==> src/rtl/mutative_sram_pkg.sv <==
// mutative_sram_pkg: controller state type and read-latency legality helpers
package mutative_sram_pkg;
    typedef enum logic {IDLE, CLEAR} state_t;
    localparam int MAX_READ_LATENCY = 2;
    function automatic bit latency_ok(input int l);
        return l >= 1 && l <= MAX_READ_LATENCY;
    endfunction
endpackage

==> src/rtl/mutative_byte_merge.sv <==
// mutative_byte_merge: per-lane select between stored and incoming data
module mutative_byte_merge #(
    parameter int DATA_WIDTH = 256,
    parameter int WMASK_GRAN = 8
) (
    input  logic [DATA_WIDTH-1:0]            old_data,
    input  logic [DATA_WIDTH-1:0]            new_data,
    input  logic [DATA_WIDTH/WMASK_GRAN-1:0] mask,
    output logic [DATA_WIDTH-1:0]            merged
);
    for (genvar i = 0; i < DATA_WIDTH / WMASK_GRAN; i++) begin : g_lane
        assign merged[i*WMASK_GRAN +: WMASK_GRAN] = mask[i] ? new_data[i*WMASK_GRAN +: WMASK_GRAN]
                                                            : old_data[i*WMASK_GRAN +: WMASK_GRAN];
    end
endmodule

==> src/rtl/mutative_sram_1r1w.sv <==
// mutative_sram_1r1w: 1R1W masked SRAM with write-first forwarding and a clear sweep
module mutative_sram_1r1w
    import mutative_sram_pkg::*;
#(
    parameter int DATA_WIDTH   = 256,
    parameter int ADDR_WIDTH   = 4,
    parameter int WMASK_GRAN   = 8,
    parameter int READ_LATENCY = 1
) (
    input  logic                             clk0,
    input  logic                             rst0,
    input  logic                             csb0,
    input  logic [ADDR_WIDTH-1:0]            addr0,
    output logic [DATA_WIDTH-1:0]            dout0,
    output logic                             rvalid0,
    input  logic                             csb1,
    input  logic [ADDR_WIDTH-1:0]            addr1,
    input  logic [DATA_WIDTH/WMASK_GRAN-1:0] wmask1,
    input  logic [DATA_WIDTH-1:0]            din1,
    input  logic                             clear_req,
    output logic                             busy
);
    localparam int DEPTH = 1 << ADDR_WIDTH;
    localparam int LAT   = latency_ok(READ_LATENCY) ? READ_LATENCY : 1;

    state_t                  state, state_next;
    logic [ADDR_WIDTH-1:0]   sweep, sweep_next;
    logic [DATA_WIDTH-1:0]   mem [DEPTH];
    logic [DATA_WIDTH-1:0]   wr_data, fwd_data, rd_data, s_data;
    logic                    rd, wr, s_valid;

    assign busy = state == CLEAR;
    assign rd   = !csb0 && !busy;
    assign wr   = !csb1 && !busy;

    always_comb begin
        state_next = busy ? (sweep == ADDR_WIDTH'(DEPTH - 1) ? IDLE : CLEAR) : (clear_req ? CLEAR : IDLE);
        sweep_next = busy ? sweep + 1'b1 : '0;
    end

    always_ff @(posedge clk0 or posedge rst0) begin
        if (rst0) begin
            state <= CLEAR;
            sweep <= '0;
        end else begin
            state <= state_next;
            sweep <= sweep_next;
        end
    end

    always_ff @(posedge clk0) begin
        if (busy) mem[sweep] <= '0;
        else if (wr) mem[addr1] <= wr_data;
    end

    mutative_byte_merge #(.DATA_WIDTH(DATA_WIDTH), .WMASK_GRAN(WMASK_GRAN)) u_wr_merge (
        .old_data(mem[addr1]), .new_data(din1), .mask(wmask1), .merged(wr_data)
    );
    mutative_byte_merge #(.DATA_WIDTH(DATA_WIDTH), .WMASK_GRAN(WMASK_GRAN)) u_fwd_merge (
        .old_data(mem[addr0]), .new_data(din1), .mask(wmask1), .merged(fwd_data)
    );

    // Same-cycle write to the read address is forwarded (write-first)
    assign rd_data = (wr && addr1 == addr0) ? fwd_data : mem[addr0];

    if (LAT == 2) begin : g_stage
        always_ff @(posedge clk0 or posedge rst0) begin
            if (rst0) begin
                s_valid <= 1'b0;
                s_data  <= '0;
            end else begin
                s_valid <= rd;
                s_data  <= rd_data;
            end
        end
    end else begin : g_direct
        assign s_valid = rd;
        assign s_data  = rd_data;
    end

    always_ff @(posedge clk0 or posedge rst0) begin
        if (rst0) begin
            rvalid0 <= 1'b0;
            dout0   <= '0;
        end else begin
            rvalid0 <= s_valid;
            if (s_valid) dout0 <= s_data;
        end
    end
endmodule

==> config.mk <==
export PLATFORM = sky130hd
export DESIGN_NAME = mutative_sram_1r1w
export DESIGN_NICKNAME = d
export VERILOG_FILES = /design/src/rtl/mutative_sram_pkg.sv /design/src/rtl/mutative_byte_merge.sv /design/src/rtl/mutative_sram_1r1w.sv
export SDC_FILE = /design/constraint.sdc
export NUM_CORES = 2
export LEC_CHECK = 0
export ABC_AREA = 1
export CAP_MARGIN = 5
export CORE_MARGIN = 3
export CORE_UTILIZATION = 50
export DETAILED_ROUTE_END_ITERATION = 8
export PLACE_DENSITY_LB_ADDON = 0.3
export SETUP_SLACK_MARGIN = 0.1
export SYNTH_ARGS = -nofsm -noshare
export SYNTH_HDL_FRONTEND = slang
export SYNTH_SLANG_ARGS = --single-unit
==> constraint.sdc <==
create_clock -name clk0 -period 14.5 [get_ports clk0]
set_input_delay 4.35 -clock clk0 [delete_from_list [all_inputs] [get_ports clk0]]
set_output_delay 4.35 -clock clk0 [all_outputs]
set_load 0.1 [all_outputs]
==> results.md <==
- Buffering stage count on the worst path with inverters included: 4
- Total of warnings raised by yosys: 0
- Initial detailed-routing violation count: 15300
- Worst Path Arrival: 10.26 ns
- Layout Nets: 15220
- Final Max Tran Viols: 0
- Clock tree from TritonCTS: yes
- Average cell area after synthesis: 12.05 um^2
- Global-route usage over all layers: 27.48%
- Highest achievable clock rate: 103.8 MHz
- First-pass GRT wire length: 733800 um
- Number of setup buffers added after CTS: 0
- WHS Path Cells: 2
- Category of cells accounting for the largest share of critical-path delay: simple AND/OR/NAND/NOR gates
- Fraction of final layout cells with drive strength greater than 1: 6.841%
- Crit path cell chain: clkdlybuf4s50_1 > nor2_4 > buf_4 > o21ai_0 > buf_4 > nand2_1 > nor2_1 > nand2_2 > nor2_4 > nand2_1 > nand2_1 > nor2_2 > nand2_4 > buf_4 > nor2_1
- Post-Synthesis Cells: 14630
- Type of the most critical hold path: flip-flop to flip-flop
- Final clock skew: 0.05518 ns
- Final period utilization: 66.46%
- DRC Markers: 0
- Quantity of hold-fixing buffers added after cts: 0
- Register bit total from synthesis: 4358
- Overall overflow remaining after global route: 0
- Routed Antenna Nets: 0
- CTS Root Cell: sky130_fd_sc_hd__clkbuf_16
- DIE HEIGHT: 599.8 um
- Number of maximum-capacitance constraint violations: 0
- Pre-CTS setup slack: 3.671 ns
- Detail Placement HPWL: 309600 um
- Antenna violations before repair: 27
- Routed wire per std cell: 25.43 um
- Clock H-tree levels: 5
- Count of cells resized by post-cts repair: 0
- CP required: 15.12 ns
- Maximum number of buffers from clock root to sink: 4
- Top library cells by usage in the layout, fill and taps aside: 4096 x sky130_fd_sc_hd__edfxtp_1, 4040 x sky130_fd_sc_hd__nor2_1, 2264 x sky130_fd_sc_hd__o21ai_0
- Delay of the slowest cell on the worst path: 0.93 ns
- Top-Level Pins: 559
- Latest clock arrival within the worst-skew pair: 0.98 ns
- Status: complete, no violations
- Clk slew on worst S/H paths: 0.06 ns
- Slew @ Worst Pin: 1.376 ns
- Endpoint of the worst hold path: dout0[96]$_DFFE_PP0P_
- Beginning of the worst hold path: dout0[96]$_DFFE_PP0P_
- Initial cell density of the core: 50.34%
- Gp weighted congestion: 0.8819
- Number of search-and-repair iterations in the first detailed-routing pass: 9
- R2R setup slack: 7.98 ns
- Number of global-route vias before repair: 112900
- Vias per cell: 5.908
- Endpoint kind of the worst setup timing path: flip-flop
- Design area: 0.2007 mm^2
- Number of buffer cells added on primary ports: 558
- Sum of routed wire length over all layers: 506100 um
- Final critical delay including setup and external delays: 9.636 ns
- Worst rel slew slack: 8.253%
- Vias after detailed routing: 117600
- Syn Nets: 14930
- Pin count of the biggest net entering global routing: 253
- Die Span X: 599.8 um
- Type of origin of the critical path: input pin
- Instance area after placement: 0.1863 mm^2
- Total number of clock tree sinks: 4358
- Setup_tns: 0 ns
- Category of the critical setup timing path: input pin to flip-flop
- Mapped Area: 0.1763 mm^2
- Library cells used by synthesis: 25
- Area added between synthesis and finish: 13.80%
- Worst path slowest cell: sky130_fd_sc_hd__nor2_4
- Core Box Area: 0.3502 mm^2
- Number of buffers inserted during clock tree synthesis: 433
- Unrepaired setup endpoints after global routing: no
- Register-to-Register Path Depth: 14
- Most used flip-flop cell after synthesis: sky130_fd_sc_hd__edfxtp_1
- Reg-to-reg critical path endpoint: mem[11][133]$_DFFE_PP_
- Post-synthesis async set-or-reset flop share: 6.012%
- Maximum fanout along the worst path: 32
- Hold Fails Final Rpt: 0
- Final Setup Violations: 0
- Origin of the critical flop-to-flop path: busy$_DFF_PP1_
- Slack of the critical path: 4.864 ns
- Number of flops mapped to enable cells by yosys: 4096
- Worst-case hold slack: 0.4791 ns
- Row count: 217
- Most common cell after layout, fill and taps aside: sky130_fd_sc_hd__edfxtp_1
- Sequential fraction of the synthesis area: 73.48%
- Die Footprint: 0.3598 mm^2
## sequential cells by signal, indices dropped and copies added, names as in the netlist
| signal | count |
|---|---|
| sweep | 4 |
| busy | 1 |
| rvalid0 | 1 |
| dout0 | 256 |
| mem | 4096 |
## per-layer routing
layer | share of wire (%) | routed length, um | vias up | global-route usage [%]
met5 | 0.016 | 80 | - | 0
met2 | 47 | 235500 | 6307 | 43.68
met1 | 38 | 194500 | 57110 | 36.82
met3 | 10 | 50980 | 1066 | 5.332
li1 | - | - | 53080 | -
met4 | 5.0 | 25080 | 14 | 12.54
## area by class of cell
class	count	area, um^2
inverter	309	1200
sequential	4358	129600
tap	4599	5754
fill	27760	149600
clock inverter	268	2867
timing repair buffer	892	8237
antenna	13	32.53
multi-input combinational	8920	41570
clock buffer	544	11430
## through the flow
| step | std cells | util (%) |
|---|---|---|
| 2_1_floorplan | 14630 | - |
| 3_3_place_gp | 19070 | 53.19 |
| 3_5_place_dp | 19070 | 53.19 |
| 4_1_cts | 19890 | 57.27 |
| 5_1_grt | 19900 | 57.28 |
| 6_report | 19900 | 57.29 |
## cells by family (layout without fill, tap and decap cells)
logic type	count (synthesis)	in the layout	synth area share [%]
buffers and inverters	1351	2013	3.088
and+or+nand+nor	5393	5393	11.93
adders and majority gates	1	1	0.007095
DFF	4358	4358	73.48
xor gates and xnor gates	2	2	0.009937
other	0	13	0
AOI/OAI and AO/OA	3524	3524	11.49
## synth_stat cells, drive strengths merged, types with 4 or more instances
cell type | count | area [um^2]
a21oi | 35 | 175.2
buf | 329 | 1608
clkbuf | 713 | 2676
dfrtp | 261 | 6531
edfxtp | 4096 | 123000
inv | 309 | 1160
nand2 | 770 | 2910
nand3 | 552 | 2763
nand3b | 6 | 45.04
nor2 | 4064 | 15300
o211ai | 1031 | 7740
o21ai | 2444 | 12230
o221ai | 8 | 70.07
o22ai | 4 | 25.02
## worst min-delay path, cell delays in order (launching register included)
cell	delay (ns)
sky130_fd_sc_hd__dfrtp_1	0.34
sky130_fd_sc_hd__nand2_1	0.05
sky130_fd_sc_hd__nand2_1	0.05
## how the worst max path moves through the flow
stage,startpoint,cells after the start,slack (ns),endpoint
final,csb1,15,4.86,mem[11][133]$_DFFE_PP_
after global routing,csb1,15,4.75,mem[14][46]$_DFFE_PP_
after CTS,csb1,15,4.73,mem[11][129]$_DFFE_PP_
after detailed placement,csb1,15,3.67,mem[11][134]$_DFFE_PP_
after global placement,csb1,15,3.72,mem[11][105]$_DFFE_PP_
after floorplan,rst0,1,2.94,dout0[0]$_DFFE_PP0P_
Power is left out: the tool's default activity adds up to more than one toggle a clock period on the data nets, which glitch-free logic cannot reach.
